## src/rtl/csa_accum_pipe.sv

```systemverilog
// csa_accum_pipe: pipelined multi-operand carry-save accumulator with a single final carry-propagate resolve
//   clk       : clock, rising edge
//   rst       : asynchronous active-high reset
//   in_valid  : beat present
//   in_ready  : high in ACC; a beat can be accepted
//   in_data   : NOPS unsigned operands, operand k at [k*BW +: BW]
//   in_last   : final beat of the packet, sampled with in_valid
//   out_valid : high in OUT; result presented
//   out_ready : consumer accepts the result
//   out_sum   : packet total modulo 2^ACC_W
//   out_ovf   : packet total >= 2^ACC_W
module csa_accum_pipe #(
    parameter int BW    = 8,
    parameter int NOPS  = 4,
    parameter int ACC_W = 16
) (
    input  logic                 clk,
    input  logic                 rst,
    input  logic                 in_valid,
    output logic                 in_ready,
    input  logic [NOPS*BW-1:0]   in_data,
    input  logic                 in_last,
    output logic                 out_valid,
    input  logic                 out_ready,
    output logic [ACC_W-1:0]     out_sum,
    output logic                 out_ovf
);
    typedef enum logic [1:0] {ACC = 2'd0, RESOLVE = 2'd1, OUT = 2'd2} state_t;
    state_t r_state, w_next;
    logic [ACC_W-1:0] r_sum, r_carry, r_out_sum;
    logic r_ovf, r_out_ovf;
    logic [ACC_W-1:0] w_s [NOPS+1];
    logic [ACC_W-1:0] w_c [NOPS+1];
    logic [NOPS-1:0] w_drop;
    logic [ACC_W:0] w_total;
    logic w_acc;
    assign w_s[0] = r_sum;
    assign w_c[0] = r_carry;
    // One 3:2 layer per operand folds it into the running redundant pair.
    // The majority bit at ACC_W-1 would carry into weight 2^ACC_W, so it is
    // reported as overflow instead of being silently dropped.
    for (genvar k = 0; k < NOPS; k++) begin : g_csa
        logic [ACC_W-1:0] w_op, w_maj;
        assign w_op      = {{(ACC_W-BW){1'b0}}, in_data[k*BW +: BW]};
        assign w_s[k+1]  = w_s[k] ^ w_c[k] ^ w_op;
        assign w_maj     = (w_s[k] & w_c[k]) | (w_s[k] & w_op) | (w_c[k] & w_op);
        assign w_c[k+1]  = {w_maj[ACC_W-2:0], 1'b0};
        assign w_drop[k] = w_maj[ACC_W-1];
    end
    assign w_total   = {1'b0, r_sum} + {1'b0, r_carry};
    assign in_ready  = r_state == ACC;
    assign out_valid = r_state == OUT;
    assign out_sum   = r_out_sum;
    assign out_ovf   = r_out_ovf;
    assign w_acc     = in_valid && in_ready;
    always_comb begin
        w_next = r_state == ACC     ? (w_acc && in_last ? RESOLVE : ACC) :
                 r_state == RESOLVE ? OUT :
                 out_ready          ? ACC : OUT;
    end
    always_ff @(posedge clk or posedge rst) begin
        if (rst) begin
            r_state   <= ACC;
            r_sum     <= '0;
            r_carry   <= '0;
            r_ovf     <= 1'b0;
            r_out_sum <= '0;
            r_out_ovf <= 1'b0;
        end else begin
            r_state <= w_next;
            if (w_acc) begin
                r_sum   <= w_s[NOPS];
                r_carry <= w_c[NOPS];
                r_ovf   <= r_ovf | (|w_drop);
            end
            if (r_state == RESOLVE) begin
                r_out_sum <= w_total[ACC_W-1:0];
                r_out_ovf <= r_ovf | w_total[ACC_W];
            end
            if (out_valid && out_ready) begin
                r_sum   <= '0;
                r_carry <= '0;
                r_ovf   <= 1'b0;
            end
        end
    end
endmodule

```

## config.mk

```make
export PLATFORM = sky130hd
export DESIGN_NAME = csa_accum_pipe
export DESIGN_NICKNAME = d
export VERILOG_FILES = /design/src/rtl/csa_accum_pipe.sv
export SDC_FILE = /design/constraint.sdc
export NUM_CORES = 1
export LEC_CHECK = 0
export ABC_AREA = 1
export ABC_CLOCK_PERIOD_IN_PS = 2700
export CAP_MARGIN = 20
export CORE_MARGIN = 3
export CORE_UTILIZATION = 32
export DETAILED_ROUTE_END_ITERATION = 8
export PLACE_DENSITY_LB_ADDON = 0.1
export SLEW_MARGIN = 20
export SYNTH_ARGS = -nofsm -noshare
export SYNTH_HDL_FRONTEND = slang
export SYNTH_SLANG_ARGS = --single-unit
```

## constraint.sdc

```tcl
create_clock -name clk -period 2.7 [get_ports clk]
set_input_delay 0.54 -clock clk [delete_from_list [all_inputs] [get_ports clk]]
set_output_delay 0.54 -clock clk [all_outputs]
set_load 0.01 [all_outputs]
```

==> results.md <==
* Die span in x at 116.5 um
* Worst Path Arrival at 2.83 ns
* Critical setup path kind: reg -> reg
* Clk network pwr share at 0.147
* Number of buffers inserted during clock tree synthesis at 5
* Hold endpoint: out_sum[7]$_DFFE_PP0N_
* Core Util, Final at 0.4196
* Number of core rows at 39
* Starting utilization of the core area at 0.3350
* Synth Net Count at 556
* Synth Area in Adders at 0.3176
* Via count of the first global-routing pass at 3319
* Global placer's final weighted congestion at 0.8441
* Vias per cell at 4.682
* TritonCTS clock tree: done
* Overall power consumption at 5.071 mW
* Xor-xnor portion of the synthesized cell area at 0.004483
* Insertion delay to the later sink of the worst-skew pair at 0.29 ns
* Antenna violation net count after detailed routing at 0
* Number of hold buffers added after cts at 0
* Mapped Cells at 442
* Number of design-rule violations left by the first detailed-router iteration at 128
* Wire length after detailed routing at 8875 um
* Maximum clock frequency at 0.3775 GHz
* Summed instance area of the synthesized netlist at 3907 um^2
* Die footprint at 13570 um^2
* Synthesized-area fraction occupied by ao, oa, aoi and oai cells at 0.03650
* Final count of negative-setup-slack endpoints at 0
* Placement-stage worst setup slack at -0.6957 ns
* Worst Reg2Reg Path Length in Cells at 6
* Placeable core region at 11660 um^2
* Part of the power in registers at 0.246
* Commonest non-fill, non-tap cell in the layout: sky130_fd_sc_hd__nand2_1
* Switching share of power at 0.4154
* Number of fill cells at 1163
* Final worst clock skew at 0.004639 ns
* Number of antenna diodes at 0
* Least-Margin Pin Slew at 0.6075 ns
* Total internal power at 2.964 mW
* Cell taking the most area after synthesis: sky130_fd_sc_hd__dfrtp_1
* Commonest non-fill, non-tap cells in the layout: sky130_fd_sc_hd__nand2_1, sky130_fd_sc_hd__nand3_1, sky130_fd_sc_hd__dfrtp_1
* Hold Violations, Final at 0
* Clock slew at the register clock pins of the worst setup and hold paths at 0.07 ns
* Via count at 3048
* Beginning of the worst register-to-register path: r_carry[4]$_DFFE_PP0P_
* Combinational share of power at 0.607
* Fraction of final layout cells with drive strength greater than 1 at 0.08465
* Reg-to-reg endpoint: r_sum[4]$_DFFE_PP0P_
* First-pass GRT wire length at 15900 um
* GR Util All Layers at 0.1467
* Top-area cell type share of the netlist area at 0.3266
* Outcome: finished clean
* Power per unit of standard cell area at 1036 nW/um^2
* Total placed instance area at 4682 um^2
* Max cap viols at 0
* Synth Area in Simple Gates at 0.2462
* I/O pin total at 56
* Max-slew headroom at the worst pin at 0.5940
* 1st-pass router iterations at 4
* Multiplexer area fraction after synthesis at 0
* Dominant combinational cell family by area after synthesis: adder cells
* Total number of H-tree levels at 2
* RSZ-0062 raised after global routing: yes
* Top fanout value on the critical path at 2
* Root Driver: sky130_fd_sc_hd__clkbuf_16
* Final hold slack at 0.4785 ns
* Post-synthesis average cell area at 8.840 um^2
* Sequential share of the synthesized area at 0.3266
* Max Buffers Root-to-Sink at 2
* Share of the clock period used by the worst path after layout at 0.9812
* Finished layout cell area at 4893 um^2
* Net switching component of the power at 2.107 mW
* Drt drc at 0
* TritonCTS Sinks at 51
* Max-slew violations at 0
* Quantity of I/O buffers inserted on ports at 55
* Nets at 621
* Average routed wire per standard cell at 13.63 um
* Biggest area contributors in the synthesized netlist: sky130_fd_sc_hd__dfrtp_1, sky130_fd_sc_hd__fa_1, sky130_fd_sc_hd__ha_1
* WHS Path Cells at 2
* Minimum clock period at 2.649 ns
* P&R area growth vs syn at 25.23%
* Minimum setup slack in the final design at 0.05064 ns
* Worst min path class: reg -> reg
* Peak supply drop at 0.4947 mV
* Pin count of the biggest net entering global routing at 30
* Count of yosys warnings during synthesis at 0
* Post-DP HPWL at 7206 um
* Startpoint kind of the worst setup timing path: flop
* Register bit total from synthesis at 51
* Overall die height at 116.5 um
* R2R setup slack at 0.05 ns
* Hold path startpoint: out_sum[7]$_DFFE_PP0N_
* Synth cell types at 26
* Leak pwr at 2.531 nW
* Critical path required time at 2.88 ns
* Endpoint class of the critical path: flop
* Antenna violations before repair at 0
* Global route total overflow at 0
-- state kept, by name, indices dropped and copies added (netlist names) --
| name | cells |
|---|---|
| out_sum | 16 |
| r_state | 2 |
| r_carry | 15 |
| r_sum | 16 |
| out_ovf | 1 |
| r_ovf | 1 |
-- routing by layer --
metal,wire length [um],GRT usage,vias to the layer above
li1,-,-,1537
met1,4342,0.2086,1460
met2,4111,0.2368,44
met3,328,0.02332,7
met4,93,0.03248,0
met5,0,0,-
-- cell usage after synthesis --
cell type and n:
sky130_fd_sc_hd__nand2_1 115, sky130_fd_sc_hd__nand3_1 71, sky130_fd_sc_hd__inv_1 52, sky130_fd_sc_hd__dfrtp_1 51, sky130_fd_sc_hd__ha_1 40, sky130_fd_sc_hd__fa_1 37
sky130_fd_sc_hd__nor2_1 17, sky130_fd_sc_hd__o21ai_0 16, sky130_fd_sc_hd__buf_2 7, sky130_fd_sc_hd__a21oi_1 5, sky130_fd_sc_hd__buf_4 3, sky130_fd_sc_hd__clkbuf_1 3
sky130_fd_sc_hd__nand4_1 3, sky130_fd_sc_hd__or2_0 3, sky130_fd_sc_hd__a21oi_2 2, sky130_fd_sc_hd__nand2_2 2, sky130_fd_sc_hd__nand3b_1 2, sky130_fd_sc_hd__nor2_2 2
sky130_fd_sc_hd__o21bai_1 2, sky130_fd_sc_hd__or2_1 2, sky130_fd_sc_hd__xnor2_1 2, sky130_fd_sc_hd__buf_1 1, sky130_fd_sc_hd__nand3_2 1, sky130_fd_sc_hd__nor2b_1 1
sky130_fd_sc_hd__nor3_1 1, sky130_fd_sc_hd__o21ai_1 1
-- timing repair --
action / CTS / global route
pin swaps: 24 / 9
gates resized for setup: 17 / 5
gates cloned: 0 / 0
endpoints found under the hold margin: 0 / 0
setup endpoints to repair: 16 / 5
setup buffers: 0 / 4
-- power by group through the flow --
stage          sequential [mW]  combinational, mW  clock, mW
4_1_cts                   1.26               3.13      0.772
5_1_grt                   1.29               3.64      0.797
6_report                  1.25               3.08      0.744
3_5_place_dp              1.26               3.13          0
3_3_place_gp              1.26               3.08          0
2_1_floorplan             1.27               2.13          0
-- final cells by class --
cell class | count | area [um^2] | area share
Timing Repair Buffer | 72 | 683.2 | 0.1396
Sequential cell | 51 | 1276 | 0.2608
Inverter | 52 | 202.7 | 0.04142
Tap cell | 143 | 178.9 | 0.03656
Clock buffer | 6 | 138.9 | 0.02838
Clock inverter | 2 | 35.03 | 0.007159
Multi-Input combinational cell | 325 | 2379 | 0.4861
-- critical path: stages (launching register included) --
cell                      delay [ns]
sky130_fd_sc_hd__dfrtp_1        0.41
sky130_fd_sc_hd__fa_2           0.58
sky130_fd_sc_hd__fa_2           0.44
sky130_fd_sc_hd__fa_2           0.56
sky130_fd_sc_hd__fa_1           0.40
sky130_fd_sc_hd__nand3_1        0.09
sky130_fd_sc_hd__nand2_1        0.05
-- how the worst max path moves through the flow --
stage	to	slack, ns	from
floorplan	r_sum[7]$_DFFE_PP0P_	-0.05	in_data[7]
global placement	r_sum[7]$_DFFE_PP0P_	-0.67	in_data[7]
detailed placement	r_sum[7]$_DFFE_PP0P_	-0.70	in_data[7]
CTS	r_sum[4]$_DFFE_PP0P_	0.009	r_carry[4]$_DFFE_PP0P_
global route	r_sum[7]$_DFFE_PP0P_	-0.04	r_sum[7]$_DFFE_PP0P_
finish	r_sum[4]$_DFFE_PP0P_	0.05	r_carry[4]$_DFFE_PP0P_
-- cell families after synthesis --
group,count (synthesis)
XOR/XNOR,2
flip-flops,51
AO/OA/AOI/OAI,26
adder cells (fa/ha/maj),77
AND/OR/NAND/NOR,220
buffers and inverters,66
-- stage by stage --
| step | cells | TNS [ns] |
|---|---|---|
| floorplan | 442 | -0.1823 |
| global placement | 639 | -8.085 |
| detailed placement | 639 | -8.393 |
| CTS | 647 | 0 |
| global route | 651 | -0.07925 |
| finish | 651 | 0 |
(Power assumes the default switching activity.)
==> variant 1, RTL diff (config.mk and constraints unchanged) <==
The parameter `NOPS` goes from 4 to 2.
--- a/src/rtl/csa_accum_pipe.sv
+++ b/src/rtl/csa_accum_pipe.sv
@@ -12,5 +12,5 @@
 module csa_accum_pipe #(
     parameter int BW    = 8,
-    parameter int NOPS  = 4,
+    parameter int NOPS  = 2,
     parameter int ACC_W = 16
 ) (
Interface: changed (resized in_data); port bits go from 56 to 40. The function was not compared with the original's and may differ.
==> variant 1 against the unedited design <==
Worst setup slack improved by 460 ps; sequential cell count did not move; wire length fell by 7.4%; global-route usage fell by 0.29 points; cell count fell by 11%; critical path type is now reg2out; via count fell by 13%; synthesized cell count fell by 8.4%; total power fell by 29%; clock skew rose by 4.1 ps; count of clock-buffer cells in the layout did not move; final area fell by 15%; sequential share of layout area rose by 4.7 points; area after synthesis fell by 10%.
==> variant 1: results (changes against the unedited design) <==
status: finished, final reports clean (unchanged)
DP Area: 4030 sq um (was 4680 sq um)
register area: 1280 sq um (unchanged)
synth top area cells: dfrtp_1 (36%), nand2_1 (13%), fa_1 (12%) (was dfrtp_1 (33%), fa_1 (19%), ha_1 (13%))
async set-reset flop share out of synthesis: 100% (unchanged)
vias per cell: 4.56 (was 4.68)
Synth Net Count: 470 (was 556)
Root Buffer: clkbuf_8 (was clkbuf_16)
first-pass GRT wire length: 14500 microns (was 15900 microns)
register-to-register setup slack: 970 ps (was 50 ps)
final wirelength: 8220 microns (was 8880 microns)
sequential area share after synthesis: 36.4% (was 32.7%)
Synth top cells by count: nand2_1 (117), dfrtp_1 (51), inv_1 (46), nand3_1 (44), ha_1 (23) (was nand2_1 (115), nand3_1 (71), inv_1 (52), dfrtp_1 (51), ha_1 (40))
headroom to the max-slew limit: 63.6% (was 59.4%)
Cell variety after synth: 29 (was 26)
Critical Path Source: r_state[1] (was r_carry[4])
1st-iter DRT viols: 124 (was 128)
skew final: 8.70 ps (was 4.64 ps)
IO buf count: 39 (was 55)
Lkg Pwr: 2.07 nW (was 2.53 nW)
Int Pwr: 2.09 mW (was 2.96 mW)
crit-path max FO: 5 (was 2)
Final nets: 508 (was 621)
Max Freq: 0.456 GHz (was 0.377 GHz)
RD Place Congestion: 0.881 (was 0.844)
VDD IR max: 0.000519 V (was 0.000495 V)
WP data arrival: 1650 ps (was 2830 ps)
largest net degree at the start of global routing: 34 (was 30)
Clock Latency Late Sink: 310 ps (was 290 ps)
# Post-CTS Setup Buffers: 0 (unchanged)
non-filler cells in the finished layout: 580 (was 651)
vias in the first global route: 2843 (was 3319)
Reg2Reg Depth: 8 (was 6)
Filler Cells Inserted: 1106 (was 1163)
Total Routing Usage GR: 14.4% (was 14.7%)
Detailed Place HPWL: 6260 microns (was 7210 microns)
clock slew at the register clock pins of the worst setup and hold paths: 90 ps (was 70 ps)
DR WL met3: 267 microns (was 328 microns)
reg2reg end: out_sum[15] (was r_sum[4])
Placed Cells: 572 (was 639)
CP endpoint: in_ready (was r_sum[4])
Die W: 111 microns (was 117 microns)
Synth Instances: 405 (was 442)
Metal-1 WL: 4030 microns (was 4340 microns)
Initial DRT Pass Iterations: 5 (was 4)
met2 wire length: 3890 microns (was 4110 microns)
Worst R2R Start: r_sum[11] (was r_carry[4])
YS warnings: 0 (unchanged)
initial antenna violation count: 0 (unchanged)
pre-CTS setup slack: 452 ps (was -696 ps)
layout cells sized above 1: 11.5% (was 8.46%)
cts repair resizes: 0 (was 17)
antenna cells: 0 (unchanged)
[variant 1: worst min path at each step]
| stage | slack, ps | depth (start not counted) | to | start |
|---|---|---|---|---|
| after floorplan | 480 | 2 | r_ovf | r_ovf |
| after global placement | 470 | 2 | out_sum[6] | out_sum[6] |
| after detailed placement | 470 | 2 | out_sum[9] | out_sum[9] |
| after CTS | 500 | 2 | out_sum[9] | out_sum[9] |
| after global routing | 530 | 2 | out_sum[13] | out_sum[13] |
| final | 490 | 2 | out_sum[9] | out_sum[9] |
[variant 1: logic make-up after synthesis]
group | Yosys count | synth area share (%)
AOI/OAI and AO/OA | 28 | 4.32
xor gates and xnor gates | 5 | 1.25
buffers and inverters | 65 | 8.25
adders and majority gates | 44 | 20.2
DFF | 51 | 36.4
and+or+nand+nor | 212 | 29.6
[variant 1: critical path, stage by stage (launching register included)]
cell             delay (ps)
dfrtp_1                 460
nor2_4                  290
clkdlybuf4s50_1         600
[variant 1: power groups by stage]
stage	Clock (mW)	Combinational, mW	Sequential (mW)
2_1_floorplan	0	1.24	1.24
3_3_place_gp	0	1.84	1.24
3_5_place_dp	0	1.86	1.25
4_1_cts	0.588	1.87	1.23
5_1_grt	0.617	2.10	1.27
6_report	0.562	1.82	1.23
[variant 1: area by class of cell]
| type | instances | share of cell area [%] |
|---|---|---|
| clock buffers | 6 | 1.99 |
| clock inverters | 2 | 0.846 |
| inverters | 51 | 4.62 |
| multi-input cells | 289 | 46.8 |
| flip-flops and latches | 51 | 30.8 |
| well taps | 136 | 4.11 |
| repair buffers | 45 | 10.8 |
[variant 1: routing by layer]
layer  global-route usage (%)  vias up
met3                     2.35        2
met1                     20.1     1254
met5                        0        -
met4                     2.63        0
li1                         -     1353
met2                     23.8       36
==> variant 2, RTL diff (same flow settings) <==
Without the edit above. Re-encode `state_t` (3 states) as one-hot, 3 bits wide.
--- a/src/rtl/csa_accum_pipe.sv
+++ b/src/rtl/csa_accum_pipe.sv
@@ -26,5 +26,5 @@
     output logic                 out_ovf
 );
-    typedef enum logic [1:0] {ACC = 2'd0, RESOLVE = 2'd1, OUT = 2'd2} state_t;
+    typedef enum logic [2:0] {ACC = 3'b001, RESOLVE = 3'b010, OUT = 3'b100} state_t;
     state_t r_state, w_next;
     logic [ACC_W-1:0] r_sum, r_carry, r_out_sum;
Formal check against the unedited RTL: no difference found for any inputs over 4 cycles, from zero or initial values and one cycle with rst high; so few cycles prove little.
==> variant 2 against the unedited design <==
Via count decreased by 1.1%; total power fell by 5.2%; wire length up 0.78%; worst setup slack got worse by 19 ps; area after synthesis up 0.61%; synthesized cell count shrank 0.23%; final area down 0.51%; global-route usage is essentially flat; utilization fell by 0.39 points; sequential cell count is 1 higher; clock power fell by 11%; critical path type unchanged; critical endpoint is now r_sum[7]; largest power group unchanged; highest routed layer unchanged.
==> variant 2: results (changes against the unedited design) <==
M2 GR Usage: 23.0% (was 23.7%)
headroom to the max-slew limit: 57.0% (was 59.4%)
RD Place Congestion: 0.786 (was 0.844)
register-to-register setup slack: 30 ps (was 50 ps)
Total Routing Usage GR: 14.6% (was 14.7%)
1st-iter DRT viols: 155 (was 128)
routed length per instance: 13.8 microns (was 13.6 microns)
vias in the first global route: 3143 (was 3319)
synth top area cells: dfrtp_1 (32%), fa_1 (19%), ha_1 (13%) (was dfrtp_1 (33%), fa_1 (19%), ha_1 (13%))
CP max stage delay: 550 ps (was 580 ps)
status: finished, final reports clean (unchanged)
DR WL met3: 309 microns (was 328 microns)
H-tree levels: 2 (unchanged)
clock slew at the register clock pins of the worst setup and hold paths: 80 ps
Metal-1 WL: 4560 microns (was 4340 microns)
Placed Cells: 638 (was 639)
VDD IR max: 0.000416 V (was 0.000495 V)
YS warnings: 0 (unchanged)
antenna cells: 0 (unchanged)
Lkg Pwr: 2.54 nW (was 2.53 nW)
Cell variety after synth: 24 (was 26)
GR Util met3: 2.11% (was 2.33%)
largest net degree at the start of global routing: 34 (was 30)
cts repair resizes: 14 (was 17)
delay-heaviest family, CP: adder cells (unchanged)
Hold Crit Class: reg2reg (unchanged)
Detailed Place HPWL: 7210 microns (about the same)
met2 wire length: 4020 microns (was 4110 microns)
Worst Hold Depth: 2 (unchanged)
sequential area share after synthesis: 33.1% (was 32.7%)
vias per cell: 4.65 (was 4.68)
highest routing layer actually used: met4 (unchanged)
syn_area_per_cell: 8.91 sq um (was 8.84 sq um)
DP Area: 4710 sq um (was 4680 sq um)
layout cells sized above 1: 6.73% (was 8.46%)
WP data arrival: 2890 ps (was 2830 ps)
worst-case clock buffer depth: 2 (unchanged)
Synth Net Count: 555 (was 556)
Reg2Reg Depth: 8 (was 6)
CP max-delay cell: fa_1 (was fa_2)
skew final: 10.7 ps (was 4.64 ps)
GRT met1 Usage: 21.8% (was 20.9%)
crit-path max FO: 2 (unchanged)
first-pass GRT wire length: 15700 microns (was 15900 microns)
Clock Latency Late Sink: 300 ps
Num CTS Buffers: 5 (unchanged)
non-filler cells in the finished layout: 648 (was 651)
Final nets: 618 (was 621)
initial antenna violation count: 0 (unchanged)
Synth top cells by count: nand2_1 (110), nand3_1 (72), inv_1 (54), dfrtp_1 (51), ha_1 (40) (was nand2_1 (115), nand3_1 (71), inv_1 (52), dfrtp_1 (51), ha_1 (40))
==> variant 2: cell types whose count changed after synthesis, moves of 3 or more <==
cell     delta
nand2_1     -5
xnor2_1     +4
buf_4       -3
o21ai_0     +3
or2_0       -3
==> variant 2: logic make-up after synthesis <==
kind of cell / after synthesis / synth area share [%]
xor+xnor: 7 / 1.56
simple gates: 209 / 23.1
buf+inv: 68 / 6.94
compound gates: 28 / 3.69
fa+ha+maj: 77 / 31.6
flops: 52 / 33.1
==> variant 2: path summary, 6_finish.rpt <==
path / from / endpoint
worst min-delay path: out_sum[15] / out_sum[15]
worst min register to register: out_sum[15] / out_sum[15]
worst max register to register: r_sum[7] / r_sum[7]
min in group asynchronous: rst / r_sum[9]
worst max-delay path: r_sum[7] / r_sum[7]
max in group asynchronous: rst / r_state[0]
==> variant 2: metrics by stage <==
step | setup slack, ps | hold WS, ps | total power [mW]
6_report | 31.6 | 477 | 4.81
5_1_grt | -88.8 | 500 | 5.44
3_5_place_dp | -713 | 467 | 4.23
3_3_place_gp | -680 | 457 | 4.17
4_1_cts | 3.32 | 486 | 4.89
2_1_floorplan | -58.3 | 454 | 3.26
==> variant 2: area by class of cell <==
| type | count | area (sq um) |
|---|---|---|
| clock inverters | 3 | 25.0 |
| repair buffers | 70 | 663 |
| clock buffers | 5 | 125 |
| multi-input cells | 321 | 2360 |
| inverters | 54 | 210 |
| well taps | 143 | 179 |
| flip-flops and latches | 52 | 1300 |
| fillers | 1195 | 6840 |
==> variant 2: where the power goes <==
part / total [mW] / internal (mW) / switching, mW
clock: 0.662 / 0.351 / 0.311
combinational: 2.90 / 1.36 / 1.54
sequential: 1.25 / 1.04 / 0.208
